===== config.mk =====
export PLATFORM = sky130hd
export DESIGN_NAME = instruction_fetch_unit
export DESIGN_NICKNAME = d
export VERILOG_FILES = /design/src/rtl/instruction_fetch_unit_pkg.sv /design/src/rtl/instruction_fetch_unit_skid_buffer.sv /design/src/rtl/instruction_fetch_unit.sv
export SDC_FILE = /design/constraint.sdc
export NUM_CORES = 1
export LEC_CHECK = 0
export ABC_AREA = 1
export ABC_CLOCK_PERIOD_IN_PS = 2700
export CORE_UTILIZATION = 47
export CTS_CLUSTER_SIZE = 14
export DETAILED_ROUTE_END_ITERATION = 12
export GPL_TIMING_DRIVEN = 0
export PLACE_DENSITY = 0.75
export SLEW_MARGIN = 20
export SYNTH_ARGS = -nofsm -noshare
export SYNTH_HDL_FRONTEND = slang
export SYNTH_SLANG_ARGS = --single-unit
export TNS_END_PERCENT = 100

===== constraint.sdc =====
create_clock -name clk -period 2.7 [get_ports clk]
set_clock_uncertainty 0.2 [all_clocks]
set_input_delay 0.54 -clock clk [delete_from_list [all_inputs] [get_ports clk]]
set_output_delay 0.54 -clock clk [all_outputs]
set_load 0.02 [all_outputs]

===== src/rtl/instruction_fetch_unit_pkg.sv =====
// Shared pipeline definitions: instruction field positions and fetch FSM encoding.
package instruction_fetch_unit_pkg;

  localparam int INSTR_WIDTH = 32;

  // Field MSB positions inside an instruction word
  localparam int OPC_MSB = 31;
  localparam int RS_MSB  = 25;
  localparam int RT_MSB  = 20;
  localparam int RD_MSB  = 15;
  localparam int IMM_MSB = 15;

  // Fetch FSM: issue request, wait for the single outstanding response,
  // or hold a word in the skid buffer while decode is stalled.
  typedef enum logic [1:0] {
    S_REQ  = 2'd0,
    S_WAIT = 2'd1,
    S_FULL = 2'd2
  } fetch_state_t;

endpackage


===== src/rtl/instruction_fetch_unit_skid_buffer.sv =====
// One-entry holding register for a fetched word and its address, used when
// the response arrives while the IF/ID register is blocked by decode.
module fetch_skid_buffer #(
  parameter int ADDR_WIDTH = 32
) (
  input  logic                   clk,
  input  logic                   reset,
  input  logic                   load,
  input  logic                   unload,
  input  logic                   clear,
  input  logic [31:0]            instr_in,
  input  logic [ADDR_WIDTH-1:0]  pc_in,
  output logic                   valid,
  output logic [31:0]            instr,
  output logic [ADDR_WIDTH-1:0]  pc
);

  // Clear/unload win over load so a redirect never leaves a stale entry
  always_ff @(posedge clk) begin
    if (reset) begin
      valid <= 1'b0;
      instr <= '0;
      pc    <= '0;
    end else if (clear || unload) begin
      valid <= 1'b0;
    end else if (load) begin
      valid <= 1'b1;
      instr <= instr_in;
      pc    <= pc_in;
    end
  end

endmodule


===== src/rtl/instruction_fetch_unit.sv =====
// Instruction fetch stage: owns the PC, keeps one request outstanding to
// instruction memory, and presents the IF/ID register plus decoded field
// slices to decode. Handles decode stall (via a skid entry) and redirects.
//
// Memory handshake: imem_req is a request valid; a request is accepted on
// the cycle imem_gnt is high while imem_req is high. The response arrives as
// a single imem_rvalid pulse on a later cycle, and only while in S_WAIT.
module instruction_fetch_unit
  import instruction_fetch_unit_pkg::*;
#(
  parameter int                    ADDR_WIDTH = 32,
  parameter logic [ADDR_WIDTH-1:0] RESET_PC   = 32'h0000_0000
) (
  input  logic                   clk,
  input  logic                   reset,
  output logic                   imem_req,
  output logic [ADDR_WIDTH-1:0]  imem_addr,
  input  logic                   imem_gnt,
  input  logic                   imem_rvalid,
  input  logic [31:0]            imem_rdata,
  input  logic                   id_stall,
  input  logic                   branch_taken,
  input  logic [ADDR_WIDTH-1:0]  branch_target,
  output logic                   if_id_valid,
  output logic [31:0]            if_id_instr,
  output logic [ADDR_WIDTH-1:0]  if_id_pc,
  output logic [ADDR_WIDTH-1:0]  if_id_pc_plus4,
  output logic [5:0]             opcode,
  output logic [4:0]             rs,
  output logic [4:0]             rt,
  output logic [4:0]             rd,
  output logic [15:0]            imm
);

  localparam logic [ADDR_WIDTH-1:0] PC_STEP    = ADDR_WIDTH'(4);
  localparam logic [ADDR_WIDTH-1:0] ALIGN_MASK = ~ADDR_WIDTH'(3);

  fetch_state_t          state;
  logic [ADDR_WIDTH-1:0] pc;
  logic [ADDR_WIDTH-1:0] req_pc;
  logic                  discard;
  logic [ADDR_WIDTH-1:0] target_aligned;
  logic                  out_free;
  logic                  skid_load;
  logic                  skid_unload;
  logic                  skid_valid;
  logic [31:0]           skid_instr;
  logic [ADDR_WIDTH-1:0] skid_pc;

  assign target_aligned = branch_target & ALIGN_MASK;
  assign out_free       = !if_id_valid || !id_stall;

  // Request is suppressed combinationally during reset so no fetch leaks out
  assign imem_req  = (state == S_REQ) && !reset;
  assign imem_addr = pc;

  // Blocked response goes to the skid; skid drains when decode frees up
  assign skid_load   = !branch_taken && (state == S_WAIT) && imem_rvalid &&
                       !discard && !out_free;
  assign skid_unload = !branch_taken && (state == S_FULL) && !id_stall;

  fetch_skid_buffer #(
    .ADDR_WIDTH (ADDR_WIDTH)
  ) u_skid (
    .clk      (clk),
    .reset    (reset),
    .load     (skid_load),
    .unload   (skid_unload),
    .clear    (branch_taken),
    .instr_in (imem_rdata),
    .pc_in    (req_pc),
    .valid    (skid_valid),
    .instr    (skid_instr),
    .pc       (skid_pc)
  );

  // Fetch FSM together with PC and IF/ID register updates
  always_ff @(posedge clk) begin
    if (reset) begin
      state          <= S_REQ;
      pc             <= RESET_PC;
      req_pc         <= '0;
      discard        <= 1'b0;
      if_id_valid    <= 1'b0;
      if_id_instr    <= '0;
      if_id_pc       <= '0;
      if_id_pc_plus4 <= '0;
    end else if (branch_taken) begin
      pc          <= target_aligned;
      if_id_valid <= 1'b0;
      case (state)
        S_REQ: begin
          // A request accepted this cycle is already stale: drop its response
          if (imem_gnt) begin
            state   <= S_WAIT;
            discard <= 1'b1;
          end else begin
            state <= S_REQ;
          end
        end
        S_WAIT: begin
          if (imem_rvalid) begin
            state   <= S_REQ;
            discard <= 1'b0;
          end else begin
            state   <= S_WAIT;
            discard <= 1'b1;
          end
        end
        default: state <= S_REQ;
      endcase
    end else begin
      // Bubble when decode consumed the word and nothing new arrives
      if (!id_stall) begin
        if_id_valid <= 1'b0;
      end
      case (state)
        S_REQ: begin
          if (imem_gnt) begin
            state  <= S_WAIT;
            req_pc <= pc;
          end
        end
        S_WAIT: begin
          if (imem_rvalid) begin
            if (discard) begin
              discard <= 1'b0;
              state   <= S_REQ;
            end else if (out_free) begin
              if_id_valid    <= 1'b1;
              if_id_instr    <= imem_rdata;
              if_id_pc       <= req_pc;
              if_id_pc_plus4 <= req_pc + PC_STEP;
              pc             <= req_pc + PC_STEP;
              state          <= S_REQ;
            end else begin
              pc    <= req_pc + PC_STEP;
              state <= S_FULL;
            end
          end
        end
        S_FULL: begin
          if (!id_stall) begin
            if_id_valid    <= 1'b1;
            if_id_instr    <= skid_instr;
            if_id_pc       <= skid_pc;
            if_id_pc_plus4 <= skid_pc + PC_STEP;
            state          <= S_REQ;
          end
        end
        default: state <= S_REQ;
      endcase
    end
  end

  assign opcode = if_id_instr[OPC_MSB -: 6];
  assign rs     = if_id_instr[RS_MSB  -: 5];
  assign rt     = if_id_instr[RT_MSB  -: 5];
  assign rd     = if_id_instr[RD_MSB  -: 5];
  assign imm    = if_id_instr[IMM_MSB -: 16];

`ifndef SYNTHESIS
  // A response outside S_WAIT means the memory broke the one-outstanding rule
  rvalid_only_in_wait: assert property (@(posedge clk) disable iff (reset)
    imem_rvalid |-> (state == S_WAIT));

  // S_FULL is only reachable with a word parked in the skid
  skid_live_in_full: assert property (@(posedge clk) disable iff (reset)
    (state == S_FULL) |-> skid_valid);
`endif

endmodule


Word-level counts from Yosys, hierarchy flattened
Cells that the tools add are included.
{"block": "classes", "muxes": 41, "n_reduce_logical": 28, "bitwise": 3, "eq_ne": 11, "addsub": 2}
{"operator": "2-to-1 mux 32 bit", "n": 16}
{"operator": "case mux 32 bit (2 select lines)", "n": 3}
{"operator": "adder 32 x 3 -> 32 bit, second input constant", "n": 2}
{"operator": "2-to-1 mux 1 bit", "n": 12}
{"operator": "2-to-1 mux 2 bit", "n": 6}
{"operator": "!= test 3 bit, second input constant", "n": 4}
{"operator": "AND reduction 3 bit", "n": 4}
{"operator": "!= test 2 bit, second input constant", "n": 5}
{"operator": "nonzero test 2 bit", "n": 4}
{"operator": "logical AND 1 bit", "n": 7}
{"operator": "logical NOT 1 bit", "n": 6}
{"operator": "case mux 2 bit (3 select lines)", "n": 1}
{"operator": "AND reduction 6 bit", "n": 1}
{"operator": "case mux 1 bit (2 select lines)", "n": 2}
{"operator": "case mux 2 bit (2 select lines)", "n": 1}
{"operator": "AND reduction 4 bit", "n": 1}
{"operator": "inverter 1 bit", "n": 3}
{"operator": "equality test 2 x 1 -> 1 bit, second input constant", "n": 1}
{"operator": "equality test 2 bit, second input constant", "n": 1}
{"operator": "logical NOT 2 bit", "n": 1}
{"operator": "logical OR 1 bit", "n": 2}
{"operator": "AND reduction 2 bit", "n": 1}
{"operator": "OR reduction 2 bit", "n": 1}
{"block": "word_totals", "word_cells": 96, "out_inout_bits": 167, "register_bits": 228}

Depth between registers and ports, before layout
Gate-level depths: netlist (run 1).
{"block": "logic_depth", "ltp_word": 7, "mapped_depth": 14}

Hierarchy
A second synthesis (run 1) with hierarchy kept.
{"block": "hier_totals", "hier_cells": 1740, "area_unflattened_um2": 11597.4}
{"mod": "instruction_fetch_unit", "n_inst": 1, "cells_per_inst": 1317, "area_each_um2": 8695.8, "seq_area_each_um2": 3243.1}
{"mod": "fetch_skid_buffer", "n_inst": 1, "cells_per_inst": 423, "area_each_um2": 2901.5, "seq_area_each_um2": 1301.2}

Least setup slack after synthesis (run 1)
Ideal clock, no wire load.
{"block": "synth_path", "path_type": "in2out", "from": "in reset", "to": "out imem_req", "path_slack_ps": 710, "stages": 3, "t_arrival_ps": 1250, "path_buffers": 2, "cell_sequence": "clkbuf_1 buf_1 nor2_1"}
{"block": "synth_via", "elab_chain_len": 2}
{"element": "from (decl)", "line": "instruction_fetch_unit.sv:15", "rtl": "input logic reset,"}
{"element": "logical NOT 1 bit", "line": "instruction_fetch_unit.sv:54", "rtl": "assign imem_req = (state == S_REQ) && !reset;"}
{"element": "logical AND 1 bit", "line": "instruction_fetch_unit.sv:54"}
{"element": "to (decl)", "line": "instruction_fetch_unit.sv:16", "rtl": "output logic imem_req,"}
Every way passes these cells.

==> reports/qor.csv, run 1 <==
stage,metric,value,unit
timing,finalCritPeriodShare,97.8,%
worst_setup_path,cpPeakStageDelay,0.59,ns
clock_network,ctsRootBufferMaster,clkbuf_16,
synthesis,syn_avg_cell_area,6.88,µm²
floorplan,rows,55,
power_and_ir_drop,comb_power_share,16.7,%
routing,vias,11895,
synthesis,ys_warn_count,0,
synthesis,synth-edff-count,0,
routing,dr.pass1.iters,6,
timing,setup_ws,0.0601,ns
synthesis,synthFlopType,dfxtp_1,
flow_run,maxCapViolations,0,
grt,grt_use_met1,48.5,%
synthesis,syn_nets,1657,
clock_network,clock-sinks,226,
finish,area_growth,32.1,%
worst_setup_path,cp-start-kind,input port,
clock_network,cts_buffer_depth,3,
grt,antenna_found_initial,0,
synthesis,synth.most_common_cell,nand2_1,
placed_design,placed_cell_area,0.0136,mm²
power_and_ir_drop,p_leak,5.55,nW
worst_setup_path,crit_path_max_fanout,10,
grt,grt_usage,35.3,%
timing,grt_setup_unrepaired,false,
timing,fmax,0.379,GHz
clock_network,post_cts_buffers,0,
clock_network,clkLatencyLatePin,0.53,ns
synthesis,yosysSeqAreaShare,41.5,%
worst_setup_path,slowest_stage,clkbuf_1,
worst_setup_path,crit_path_cell_trace,"clkdlybuf4s50_1, inv_1, clkbuf_1, clkbuf_1, o21ai_0, a21oi_1",
power_and_ir_drop,internal_power,6.15,mW
worst_setup_path,r2r_setup_slack,0.07,ns
power_and_ir_drop,power,8.50,mW
grt,grt_most_used_layer,met2,
worst_setup_path,cp-end-kind,flop,
power_and_ir_drop,p_switching,2.35,mW
finish,drive_above_1_share,7.92,%
worst_hold_path,hp-class,reg -> reg,
floorplan,dieArea,0.0238,mm²
clock_network,path_clk_slew,0.06,ns
floorplan,fp.dieW,154,µm
worst_setup_path,r2r_start,state[0],
floorplan,die_h,154,µm
routing,routed_via_density,5.55,
finish,final_cell_area,0.0144,mm²
clock_network,htreeDepth,1,
worst_setup_path,critical_path_class,in -> reg,
routing,remaining_drc_errors,0,
floorplan,initial_core_util,48.0,%
clock_network,cts_buffers,24,
placed_design,dpl_worst_slack,-1.30,ns
worst_setup_path,crit_top_cell,clkbuf_1,
synthesis,synth-seq-cells,226,
worst_setup_path,worstPathRequired,2.96,ns
synthesis,ys_top_cells_by_count,"nand2_1 (429), dfxtp_1 (226), nor2_1 (177)",
power_and_ir_drop,seqPwrFrac,43.0,%
grt,grt_start_max_net_pins,20,
routing,wirelength,42.7,mm
timing,slew_viol_final,0,
timing,worst_slew_pin_slew,0.902,ns
floorplan,io_pins,237,
routing,drtIter0Drc,1045,
synthesis,synthCells,1582,
routing,wl_per_cell,20.0,µm
grt,grt_pass1_wl,64.2,mm
routing,ant_nets,0,
grt,use_met2,57.1,%
timing,hold_viol,0,
grt,gr-usage-met3,4.03,%
synthesis,syn-cell-area,0.0109,mm²
power_and_ir_drop,peakVddDrop,430,µV
timing,maxSlewHeadroom,39.9,%
status,run_status,"finished, final reports clean",
finish,fin_nets,1915,
synthesis,yosysTopAreaCell,dfxtp_1,
worst_setup_path,crit_arrival,2.90,ns
placed_design,io_buffers,233,
placed_design,dp_hpwl,32.1,mm
synthesis,synthDistinctLibCells,35,
worst_hold_path,worstHoldStart,if_id_pc_plus4[31],
grt,grt.overflow.total,0,
grt,grt_pass1_vias,11024,
clock_network,cts_tree,yes,
timing,finalCriticalPeriod,2.64,ns
synthesis,async_flop_share,0,%
worst_setup_path,startpoint,reset,
timing,setup_viol_count_final,0,
floorplan,core_area,0.0227,mm²
synthesis,synth_area_leaders,"dfxtp_1 (42%), nand2_1 (15%), nor2_1 (6.1%), o21ai_0 (5.9%), a31oi_1 (5.3%)",
synthesis,yosysTopAreaCellShare,41.5,%
power_and_ir_drop,clockPowerShare,40.2,%
power_and_ir_drop,swShare,27.6,%
placed_design,place_congestion,0.988,
power_and_ir_drop,powerDensity,590,mW/mm²
kinds of logic (layout without fill, tap and decap cells):
logic type	count (synthesis)	in the layout	share of synthesized area, %
simple gates	717	717	27.0
flops	226	226	41.5
buf+inv	233	507	10.5
other cells	0	1	0
compound gates	384	384	19.1
fa+ha+maj	5	5	0.574
xor+xnor	17	17	1.37
sequential cells by signal (all words and copies together) (netlist names):
name            count
if_id_instr        32
if_id_pc           32
u_skid.instr       32
if_id_pc_plus4     30
discard             1
u_skid.pc          32
req_pc             32
state               2
imem_addr          32
if_id_valid         1
path summary, 6_finish.rpt:
| check | to | cells after the start |
|---|---|---|
| worst max register to register | req_pc[25] | 6 |
| worst max-delay path | req_pc[2] | 6 |
| worst min-delay path | if_id_pc_plus4[31] | 2 |
| worst min register to register | if_id_pc_plus4[31] | 2 |
critical path: cells and delay by family:
kind,cells,cell delay [ns]
buffers and inverters,4,1.96
AOI/OAI and AO/OA,2,0.39
cell usage in the layout, fill, tap and decap left out, types with 19 or more instances in the layout:
cell             synthesis  routed
a31oi_1                 93      93
clkdlybuf4s50_1          0     232
buf_4                   44      44
o21ai_0                128     128
clkbuf_16                0      25
inv_1                   95      95
nand2_1                429     429
buf_2                   19      19
o21ai_1                 61      61
dfxtp_1                226     226
clkbuf_1                55      57
nor2_1                 177     177
a21oi_1                 88      88
nand3_1                 62      62
per-stage QoR:
stage          instances  TNS (ns)  hold WS, ns  util, %
3_5_place_dp        2100    -25.19        0.258     59.8
3_3_place_gp        2100    -22.93        0.254     59.8
5_1_grt             2141         0        0.288     63.4
4_1_cts             2141         0        0.267     63.4
2_1_floorplan       1582         0        0.248        -
6_report            2142         0        0.266     63.4
area by class of cell:
| class | count | area [µm²] |
|---|---|---|
| well taps | 285 | 357 |
| repair buffers | 233 | 2330 |
| diodes | 1 | 2.50 |
| multi-input cells | 1123 | 5230 |
| fillers | 2128 | 8320 |
| plain buffers | 131 | 766 |
| inverters | 101 | 379 |
| clock inverters | 9 | 98.8 |
| flip-flops and latches | 226 | 4520 |
| clock buffers | 33 | 706 |
repair_timing:
| item | CTS | global route |
|---|---|---|
| hold buffers | 0 | 0 |
| gates resized for setup | 4 | 0 |
| setup endpoints to repair | 1 | 0 |
per-layer routing:
layer	vias up	wire length, µm
li1	5693	-
met4	0	1490
met3	82	3120
met1	5597	18900
met2	523	19200
met5	-	0
power groups by stage:
stage,clock [mW],sequential (mW),combinational [mW]
6_report,3.42,3.66,1.42
5_1_grt,3.54,3.68,1.51
4_1_cts,3.41,3.65,1.41
3_5_place_dp,0,3.72,1.40
3_3_place_gp,0,3.72,1.39
2_1_floorplan,0,3.85,0.585
Power figures use the tool's default switching activity.
==> run 2, diff against run 1 <==
Settings changed: MAX_ROUTING_LAYER set to met4.
==> run 2 against run 1 <==
Design area about the same. Non-clock buffer count unchanged. Register-to-register slack better by 0.06 ns. Die area unchanged. Critical path depth unchanged. Critical path type unchanged. Critical endpoint is now state[0]. Highest routed layer unchanged.
==> reports/qor.csv, run 2 (synthesis gave the netlist of run 1 again) <==
stage,metric,value,unit
grt,grt_pass1_wl,63.6,mm
floorplan,initial_core_util,48.0,%
clock_network,cts_tree,yes,
finish,layout_commonest_cell,nand2_1,
routing,routed_via_density,5.62,
grt,antenna_found_initial,0,
worst_setup_path,crit_top_cell,clkbuf_1,
worst_setup_path,crit_arrival,2.86,ns
grt,grt_pass1_vias,11211,
worst_setup_path,cpPeakStageDelay,0.60,ns
routing,ant_nets,0,
timing,grt_setup_unrepaired,false,
grt,grt.overflow.total,0,
worst_hold_path,hp-class,reg -> reg,
worst_setup_path,cp-end-kind,flop,
clock_network,cts_resized,4,
routing,dr.pass1.iters,5,
clock_network,cts_hold_buf,0,
timing,setup_viol_count_final,0,
timing,fmax,0.383,GHz
power_and_ir_drop,peakVddDrop,430,µV
timing,whs,0.269,ns
finish,drive_above_1_share,7.81,%
finish,n_antenna_cell,0,
routing,drtIter0Drc,1101,
grt,grt_start_max_net_pins,20,
worst_setup_path,worstPathRequired,2.95,ns
floorplan,io_pins,237,
floorplan,core_area,0.0227,mm²
placed_design,dp_hpwl,32.3,mm
power_and_ir_drop,powerDensity,591,mW/mm²
floorplan,fp.dieW,154,µm
floorplan,dieArea,0.0238,mm²
routing,wl_per_cell,19.7,µm
routing,vias,12030,
floorplan,die_h,154,µm
floorplan,rows,55,
flow_run,maxCapViolations,0,
timing,maxSlewHeadroom,42.3,%
timing,worst_slew_pin_slew,0.866,ns
clock_network,htreeDepth,1,
grt,grt_usage,35.9,%
finish,final_cell_mix,"nand2_1 (429), clkdlybuf4s50_1 (232), dfxtp_1 (226), nor2_1 (177), o21ai_0 (128)",
clock_network,clock-sinks,226,
worst_setup_path,crit_path_cell_trace,"clkdlybuf4s50_1, inv_1, clkbuf_1, clkbuf_1, o21ai_0, a21oi_1",
timing,hold_viol,0,
finish,final_cell_area,0.0144,mm²
clock_network,cts_buffer_depth,3,
status,run_status,"finished, final reports clean",
finish,area_growth,32.1,%
routing,remaining_drc_errors,0,
clock_network,cts_buffers,24,
timing,finalCriticalPeriod,2.61,ns
placed_design,place_congestion,0.957,
worst_setup_path,slowest_stage,clkbuf_1,
worst_setup_path,cp-start-kind,input port,
worst_setup_path,critical_path_class,in -> reg,
placed_design,io_buffers,233,
clock_network,path_clk_slew,0.06,ns
placed_design,placed_cell_area,0.0136,mm²
timing,finalCritPeriodShare,96.8,%
worst_setup_path,crit_path_max_fanout,10,
timing,fin_tns_setup,0,ns
finish,fin_nets,1915,
clock_network,ctsRootBufferMaster,clkbuf_16,
clock_network,clkLatencyLatePin,0.52,ns
power_and_ir_drop,p_leak,5.54,nW
clock_network,post_cts_buffers,0,
timing,slew_viol_final,0,
routing,wirelength,42.3,mm
run 2: cell count changes in the layout (fill, tap and decap cells not counted):
cell        delta
clkbuf_1       +3
clkbuf_8       -3
clkinvlp_4     +2
bufinv_16      +1
clkinv_2       -1
diode_2        -1
inv_6          -1
run 2: final cells by class:
cell class | instances | area, µm²
fillers | 2130 | 8320
multi-input cells | 1123 | 5230
flip-flops and latches | 226 | 4520
repair buffers | 233 | 2330
plain buffers | 131 | 766
clock buffers | 33 | 676
inverters | 101 | 379
well taps | 285 | 357
clock inverters | 10 | 130
run 2: report_power, final:
part,internal (mW),total [mW],switching (mW)
combinational,0.633,1.42,0.786
sequential,3.51,3.65,0.147
clock,2.04,3.43,1.39
total,6.18,8.50,2.32
run 2: metrics by stage:
stage,power [mW],util (%),cells,worst slack [ns]
after detailed placement,5.12,59.8,2100,-1.24
final,8.50,63.4,2142,0.0866
after floorplan,4.44,-,1582,0.710
after global routing,8.73,63.4,2142,0.0632
after global placement,5.11,59.8,2100,-1.26
after CTS,8.49,63.4,2142,0.194
run 2: critical path: cells and delay by family:
| kind | cells | cell delay [ns] |
|---|---|---|
| AOI/OAI and AO/OA | 2 | 0.38 |
| buffers and inverters | 4 | 1.94 |
run 2: worst paths after layout:
path / start / endpoint / slack [ns] / cells past startpoint
max: reset / state[0] / 0.09 / 6
min: if_id_pc_plus4[19] / if_id_pc_plus4[19] / 0.27 / 2
max reg2reg: req_pc[10] / if_id_pc_plus4[28] / 0.13 / 9
min reg2reg: if_id_pc_plus4[19] / if_id_pc_plus4[19] / 0.27 / 2
run 2: routing by layer:
| layer | vias to the layer above | wire (µm) | global-route usage [%] |
|---|---|---|---|
| met3 | 94 | 3390 | 4.20 |
| met5 | - | 0 | - |
| met4 | 0 | 1600 | 13.2 |
| li1 | 5706 | - | - |
| met2 | 609 | 19100 | 57.1 |
| met1 | 5621 | 18200 | 47.1 |
